**config.mk**
```make
export PLATFORM = sky130hd
export DESIGN_NAME = mem_access_ctrl
export DESIGN_NICKNAME = d
export VERILOG_FILES = /design/src/rtl/mem_access_ctrl.sv
export SDC_FILE = /design/constraint.sdc
export NUM_CORES = 1
export LEC_CHECK = 0
export CAP_MARGIN = 20
export CORE_MARGIN = 3
export CORE_UTILIZATION = 35
export DETAILED_ROUTE_END_ITERATION = 8
export PLACE_DENSITY_LB_ADDON = 0.25
export RECOVER_POWER = 25
export SLEW_MARGIN = 30
export SYNTH_ARGS = -nofsm -noshare
export SYNTH_HDL_FRONTEND = slang
export SYNTH_SLANG_ARGS = --single-unit
```
**constraint.sdc**
```tcl
create_clock -name Clk -period 4 [get_ports Clk]
set_input_delay 0.4 -clock Clk [delete_from_list [all_inputs] [get_ports Clk]]
set_output_delay 0.4 -clock Clk [all_outputs]
set_load 0.05 [all_outputs]
```
**src/rtl/mem_access_ctrl.sv**
```systemverilog
// MEM-stage data-memory access controller: turns EX/MEM load/store strobes into a
// req/ack memory transaction, stalls the pipeline until it completes, and extends load data.
module mem_access_ctrl #(
    parameter int unsigned TIMEOUT = 64
) (
    input  logic        Clk,
    input  logic        Reset,
    input  logic        M_MemRead,
    input  logic        M_MemWrite,
    input  logic [1:0]  M_Size,
    input  logic        M_Unsigned,
    input  logic [31:0] M_ALUResult,
    input  logic [31:0] M_WriteMemData,
    output logic        mem_req,
    output logic        mem_we,
    output logic [31:0] mem_addr,
    output logic [3:0]  mem_be,
    output logic [31:0] mem_wdata,
    input  logic        mem_ack,
    input  logic [31:0] mem_rdata,
    output logic        Stall,
    output logic [31:0] MEM_Read,
    output logic        MisalignExc,
    output logic        BusError
);

    typedef enum logic [1:0] {
        S_IDLE = 2'd0,
        S_REQ  = 2'd1,
        S_DONE = 2'd2
    } state_e;

    localparam logic [1:0] SZ_HALF = 2'b01;
    localparam logic [1:0] SZ_BYTE = 2'b10;
    localparam logic [7:0] CNT_LAST = 8'(TIMEOUT - 1);

    state_e      state_q, state_d;
    logic [7:0]  cnt_q, cnt_d;
    logic [31:0] addr_q, addr_d;
    logic [3:0]  be_q, be_d;
    logic [31:0] wdata_q, wdata_d;
    logic        we_q, we_d;
    logic [1:0]  size_q, size_d;
    logic        uns_q, uns_d;
    logic [31:0] mem_read_q, mem_read_d;
    logic        misalign_q, misalign_d;
    logic        buserr_q, buserr_d;

    logic        access;
    logic        aligned_in;
    logic [3:0]  be_in;
    logic [31:0] wdata_in;
    logic [31:0] load_ext;
    logic        stall_c;

    assign access = M_MemRead | M_MemWrite;

    // Alignment, byte enables and lane replication from the incoming EX/MEM values.
    // NOTE: every signal assigned in an always_comb gets a default first, so no path can infer a latch.
    always_comb begin
        aligned_in = 1'b1;
        be_in      = 4'b1111;
        wdata_in   = M_WriteMemData;
        case (M_Size)
            SZ_HALF: begin
                aligned_in = ~M_ALUResult[0];
                be_in      = M_ALUResult[1] ? 4'b1100 : 4'b0011;
                wdata_in   = {2{M_WriteMemData[15:0]}};
            end
            SZ_BYTE: begin
                aligned_in = 1'b1;
                be_in      = 4'b0001 << M_ALUResult[1:0];
                wdata_in   = {4{M_WriteMemData[7:0]}};
            end
            default: begin
                aligned_in = (M_ALUResult[1:0] == 2'b00);
            end
        endcase
    end

    // Lane extraction uses the latched size/offset/signedness, not the live inputs.
    always_comb begin
        load_ext = mem_rdata;
        case (size_q)
            SZ_HALF: begin
                logic [15:0] half;
                half     = addr_q[1] ? mem_rdata[31:16] : mem_rdata[15:0];
                load_ext = {{16{half[15] & ~uns_q}}, half};
            end
            SZ_BYTE: begin
                logic [7:0] byte_lane;
                case (addr_q[1:0])
                    2'd0:    byte_lane = mem_rdata[7:0];
                    2'd1:    byte_lane = mem_rdata[15:8];
                    2'd2:    byte_lane = mem_rdata[23:16];
                    default: byte_lane = mem_rdata[31:24];
                endcase
                load_ext = {{24{byte_lane[7] & ~uns_q}}, byte_lane};
            end
            default: load_ext = mem_rdata;
        endcase
    end

    always_comb begin
        state_d    = state_q;
        cnt_d      = cnt_q;
        addr_d     = addr_q;
        be_d       = be_q;
        wdata_d    = wdata_q;
        we_d       = we_q;
        size_d     = size_q;
        uns_d      = uns_q;
        mem_read_d = mem_read_q;
        misalign_d = 1'b0;
        buserr_d   = 1'b0;
        stall_c    = 1'b0;

        case (state_q)
            S_IDLE: begin
                stall_c = access;
                if (access) begin
                    if (aligned_in) begin
                        addr_d  = M_ALUResult;
                        be_d    = be_in;
                        wdata_d = wdata_in;
                        we_d    = M_MemWrite;
                        size_d  = M_Size;
                        uns_d   = M_Unsigned;
                        cnt_d   = 8'd0;
                        state_d = S_REQ;
                    end else begin
                        misalign_d = 1'b1;
                        state_d    = S_DONE;
                    end
                end
            end
            S_REQ: begin
                stall_c = 1'b1;
                if (mem_ack) begin
                    if (!we_q) begin
                        mem_read_d = load_ext;
                    end
                    state_d = S_DONE;
                end else if (cnt_q == CNT_LAST) begin
                    buserr_d = 1'b1;
                    if (!we_q) begin
                        mem_read_d = 32'h0;
                    end
                    state_d = S_DONE;
                end else begin
                    cnt_d = cnt_q + 8'd1;
                end
            end
            // EX/MEM advances on the edge ending this cycle, so the held instruction is consumed once.
            S_DONE: begin
                state_d = S_IDLE;
            end
            default: begin
                state_d = S_IDLE;
            end
        endcase
    end

    // NOTE: state registers use non-blocking assignments so every flop samples pre-edge values.
    always_ff @(posedge Clk or negedge Reset) begin
        if (!Reset) begin
            state_q    <= S_IDLE;
            cnt_q      <= 8'd0;
            addr_q     <= 32'h0;
            be_q       <= 4'h0;
            wdata_q    <= 32'h0;
            we_q       <= 1'b0;
            size_q     <= 2'b00;
            uns_q      <= 1'b0;
            mem_read_q <= 32'h0;
            misalign_q <= 1'b0;
            buserr_q   <= 1'b0;
        end else begin
            state_q    <= state_d;
            cnt_q      <= cnt_d;
            addr_q     <= addr_d;
            be_q       <= be_d;
            wdata_q    <= wdata_d;
            we_q       <= we_d;
            size_q     <= size_d;
            uns_q      <= uns_d;
            mem_read_q <= mem_read_d;
            misalign_q <= misalign_d;
            buserr_q   <= buserr_d;
        end
    end

    // Bus outputs are driven only while requesting, so reset clears them in the same cycle.
    assign mem_req     = (state_q == S_REQ);
    assign mem_we      = mem_req & we_q;
    assign mem_addr    = mem_req ? {addr_q[31:2], 2'b00} : 32'h0;
    assign mem_be      = mem_req ? be_q : 4'h0;
    assign mem_wdata   = mem_req ? wdata_q : 32'h0;
    assign Stall       = stall_c;
    assign MEM_Read    = mem_read_q;
    assign MisalignExc = misalign_q;
    assign BusError    = buserr_q;

endmodule

```
Yosys cells after proc, flatten, opt, wreduce, memory -nomap -nowiden:

Index checks and enable logic that the tools add are counted.

* output and inout bits: 105
* bits in registers: 116
* input bits: 104

* $add $sub $neg: 1
* bitwise operators: 7
* shifts and indexed selects: 1
* reduce and logical (&&, ||, !) cells: 9
* multiplexer cells: 32
* equal/unequal tests: 13

Operator list (number)
* 32-bit 2-to-1 mux: 6
* 32-bit case mux with 2 select lines: 2
* 8-bit 2-to-1 mux: 5
* 8-bit case mux with 3 select lines: 1
* 16-bit 2-to-1 mux: 1
* 8-bit case mux with 2 select lines: 1
* 8-bit by 1-bit adder with 8-bit output (second input constant): 1
* 2-bit by 1-bit equality test with 1-bit output (second input constant): 4
* 8-bit by 6-bit equality test with 1-bit output (second input constant): 1
* 2-bit 2-to-1 mux: 4
* 4-bit 2-to-1 mux: 2
* 2-bit != test (second input constant): 4
* 4-bit case mux with 2 select lines: 1
* 2-bit equality test (second input constant): 3
* 2-bit zero test: 3
* 1-bit 2-to-1 mux: 6
* 3-bit AND reduction: 2
* 5-bit AND reduction: 1
* 1-bit case mux with 2 select lines: 2
* 2-bit case mux with 2 select lines: 1
* 2-bit nonzero test: 2
* 1-bit by 2-bit left shift with 4-bit output (first input constant): 1
* 1-bit AND: 3
* 3-bit by 1-bit != test with 1-bit output (second input constant): 1
* 3 further kinds: 5

Logic depth before layout (Yosys ltp):

* depth after elaboration: 7
* mapped depth: 8
* gate-level depth less buffers: 6

Worst setup path before layout:

OpenSTA, ideal clock, no wires.

* kind: input to register
* start: in M_Size[0]
* end: reg addr_q[10]
* required time: 3.875 ns
* library setup time: 0.125 ns
* setup slack: 1.740 ns
* stages on the path: 8
* arrival: 2.135 ns
* path through: inv_1 -> ha_1 -> and2_1 -> o31ai_2 -> and3b_1 -> buf_2 -> buf_6 -> mux2_2

* word-level cells in the longest chain between the ends: 3

RTL lines
* from (decl): RTL line 10 `input logic [1:0] M_Size,`
* 2-bit equality test / 2-bit by 1-bit equality test with 1-bit output (equally long branches): RTL line 64 `case (M_Size)`
* 1-bit case mux with 2 select lines *: RTL line 64
* 3-bit AND reduction (no source line) *
* to (signal assigned): RTL line 181 `addr_q <= addr_d;`
* to (decl): RTL line 39 `logic [31:0] addr_q, addr_d;`

Mark *: on every way between the ends. The rest lies on a longest branch, timed or not.
A chain may end at the register's enable or synchronous reset.

Worst setup path in the final report:

* start: reg state_q[0]
* end: out mem_wdata[1]

* word-level cells in the longest chain between the ends: 2

RTL lines
* from (decl): RTL line 37 `state_e state_q, state_d;`
* from (signal assigned): RTL line 179 `state_q <= state_d;`
* 2-bit by 1-bit equality test with 1-bit output: RTL line 194 `assign mem_req = (state_q == S_REQ);`
* 32-bit 2-to-1 mux: RTL line 198 `assign mem_wdata = mem_req ? wdata_q : 32'h0;`
* to (decl): RTL line 18 `output logic [31:0] mem_wdata,`

Every way passes these cells.

==> flow_metrics.py <==
metrics = {
    "run_status": {
        "status": "finished with violations",
        "violations": "max-capacitance violations, max-slew violations",
    },
    "yosys": {
        "synthFlopType": "dfrtp_1",
        "synth_cell_types": 51,
        "synth_cells": 536,
        "synth_edf_count": 0,
        "ys_ff_latch": 116,
        "yosysTopAreaCellShare_pct": 48.5,
        "synth_seq_area_share_pct": 48.5,
        "syn_area_um2": 5990,
        "avgSynthCellArea_um2": 11.2,
        "async_reset_ff_share_pct": 100,
        "yosys_warnings": 0,
        "synth.area.top_cells": "dfrtp_1 (48%), mux2_2 (14%), and2_1 (7.0%)",
        "synth_top_area_cell": "dfrtp_1",
    },
    "route": {
        "drtIter0Drc": 252,
        "firstDrtPassIters": 5,
        "postRouteAntennaNets": 0,
        "vias": 4923,
        "drc_errors": 0,
        "viasPerCell": 5.12,
        "wl_per_cell_um": 17.9,
        "wl_um": 17200,
    },
    "global_route": {
        "overflow": 0,
        "grt_max_degree": 67,
        "grt_pass1_wl_um": 27400,
        "grt.total_usage_pct": 18.8,
        "antenna_found_initial": 0,
        "grt_pass1_vias": 5203,
    },
    "sta": {
        "worst_slew_pin_slew_ns": 1.85,
        "setup-violations-final": 0,
        "slew_headroom_pct": -23.6,
        "fin_crit_ns": 3.37,
        "hold_viol": 0,
        "maxSlewViolCount": 35,
        "rsz0062_at_grt": "false",
        "finalCritPeriodShare_pct": 84.3,
        "clock-skew-final_ns": 0.0100,
        "worst_slack_ns": 0.628,
        "whs_ns": 0.475,
        "setup-tns-final_ns": 0,
        "fmax_mhz": 297,
    },
    "clock_network": {
        "clock-root-buffer": "clkbuf_16",
        "clk_latency_ns": 0.41,
        "cts_sinks": 116,
        "cts.clk_slew.worst_paths_ns": 0.05,
        "ctsHoldBuffers": 1,
        "htreeDepth": 4,
        "cts_tree": "done",
        "clockBufferDepth": 2,
        "cts-resized-gates": 0,
        "numCtsBuffers": 17,
        "post_cts_buffers": 0,
    },
    "floorplan": {
        "die_x_um": 137,
        "io-pin-count": 209,
        "initial_core_util_pct": 36.0,
        "fp-row-count": 47,
        "die_h_um": 137,
        "core_area_um2": 16600,
        "dieArea_um2": 18700,
    },
    "finish": {
        "final_cell_mix": "clkdlybuf4s50_1 (205), dfrtp_1 (116), mux2_2 (76)",
        "layout-drive-gt1-share_pct": 16.2,
        "nets": 838,
        "antennaDiodeCount": 0,
        "syn_to_final_growth_pct": 46.9,
        "final_common_cell": "clkdlybuf4s50_1",
    },
    "critical_path": {
        "path_max_fanout": 66,
        "start_kind": "register",
        "required_ns": 3.60,
        "critPathSlowestCell": "clkdlybuf4s50_1",
        "cp_top_family": "buffers and inverters",
        "worstPathCellList": "nand2_1, inv_1, buf_4, and2_1, clkdlybuf4s50_1",
        "worstSetupPathType": "reg -> out",
        "cp_num_buf_inv": 3,
        "slowest_delay_ns": 0.85,
        "endpoint_kind": "primary output",
        "crit_arrival_ns": 2.97,
    },
    "placement": {
        "port_buffers": 206,
        "dpl.hpwl_um": 12400,
        "gp_congestion": 0.816,
        "place_ws_ns": 0.828,
    },
    "flow_run": {
        "maxCapViolations": 1,
    },
    "pwr": {
        "powerDensity_nw_per_um2": 735,
        "leakage_nw": 3.77,
        "vdd_drop_max_mv": 0.405,
    },
    "hold_path": {
        "hp-class": "reg -> reg",
    },
}
## sequential cells by signal, summed over array words and instances, names as in the netlist
register / cells
size_q: 2
cnt_q: 8
BusError: 1
MEM_Read: 32
MisalignExc: 1
wdata_q: 32
addr_q: 32
state_q: 2
uns_q: 1
we_q: 1
be_q: 4
## metal layers
| layer | up-vias | GRT usage (%) | routed length, um |
|---|---|---|---|
| li1 | 2302 | - | - |
| met1 | 2402 | 23.7 | 7150 |
| met2 | 197 | 29.8 | 8190 |
| met3 | 22 | 6.62 | 1640 |
| met4 | 0 | 6.93 | 252 |
| met5 | - | 0 | 0 |
## cells by family after synthesis
kind of cell	share of synthesized area (%)
AO/OA/AOI/OAI	15.5
XOR/XNOR	0.585
adder cells (fa/ha/maj)	1.04
buffers and inverters	6.37
flip-flops	48.5
multiplexers	15.3
other	0.0626
AND/OR/NAND/NOR	12.7
## path summary, 6_finish.rpt
| kind | startpoint | end | slack (ns) | cells past startpoint |
|---|---|---|---|---|
| max | state_q[0]$_DFFE_PN0P_ | mem_wdata[1] | 0.63 | 5 |
| min | MEM_Read[15]$_DFFE_PN0P_ | MEM_Read[15]$_DFFE_PN0P_ | 0.47 | 1 |
| max reg2reg | size_q[0]$_DFFE_PN0P_ | MEM_Read[4]$_DFFE_PN0P_ | 1.59 | 6 |
| min reg2reg | MEM_Read[15]$_DFFE_PN0P_ | MEM_Read[15]$_DFFE_PN0P_ | 0.47 | 1 |
| max in group asynchronous | Reset | be_q[0]$_DFFE_PN0P_ | 1.01 | 3 |
| min in group asynchronous | Reset | MEM_Read[2]$_DFFE_PN0P_ | 1.05 | 2 |
## per-stage QoR
| stage | cell area, um^2 | power (W) | std cells | util, % |
|---|---|---|---|---|
| CTS | 8810 | 0.00653 | 962 | 52.9 |
| floorplan | 5990 | 0.00391 | 537 | - |
| global placement | 8150 | 0.00477 | 929 | 49.0 |
| detailed placement | 8150 | 0.00483 | 929 | 49.0 |
| finish | 8800 | 0.00646 | 962 | 52.9 |
| global route | 8800 | 0.00680 | 962 | 52.9 |
## Yosys cell counts, drive strengths merged (3+ instances only)
cell type and count:
dfrtp 116, a211oi 3, buf 21, a221o 25
inv 36, clkbuf 20, xnor2 4, nor2 22
nor2b 3, ha 5, a21o 9, mux2i 6
and2 67, o211ai 8, a21oi 30, mux2 76
a221oi 17, nand2b 4, nand2 14, o21ai 11
a22o 8
## area by class of cell
class                      count  area (um^2)
multi-input combinational    344         2710
clock buffer                  25          505
sequential                   116         2900
fill                        1471         7850
clock inverter                 7          141
timing repair buffer         214         2130
tap                          220          275
inverter                      36          135
## worst reg2reg max path: cells and delay by family, from the launching register on
family	cells	cell delay (ns)
AND/OR/NAND/NOR	1	0.58
AO/OA/AOI/OAI	3	1.05
adder cells (fa/ha/maj)	1	0.22
buffers and inverters	1	0.11
flip-flops	1	0.38
## report_power, final
part           total, W  switching (W)  internal, W
Clock           0.00166       0.000531      0.00113
Sequential      0.00203       0.000337      0.00169
Combinational   0.00278        0.00163      0.00115
(Power assumes the default switching activity.)
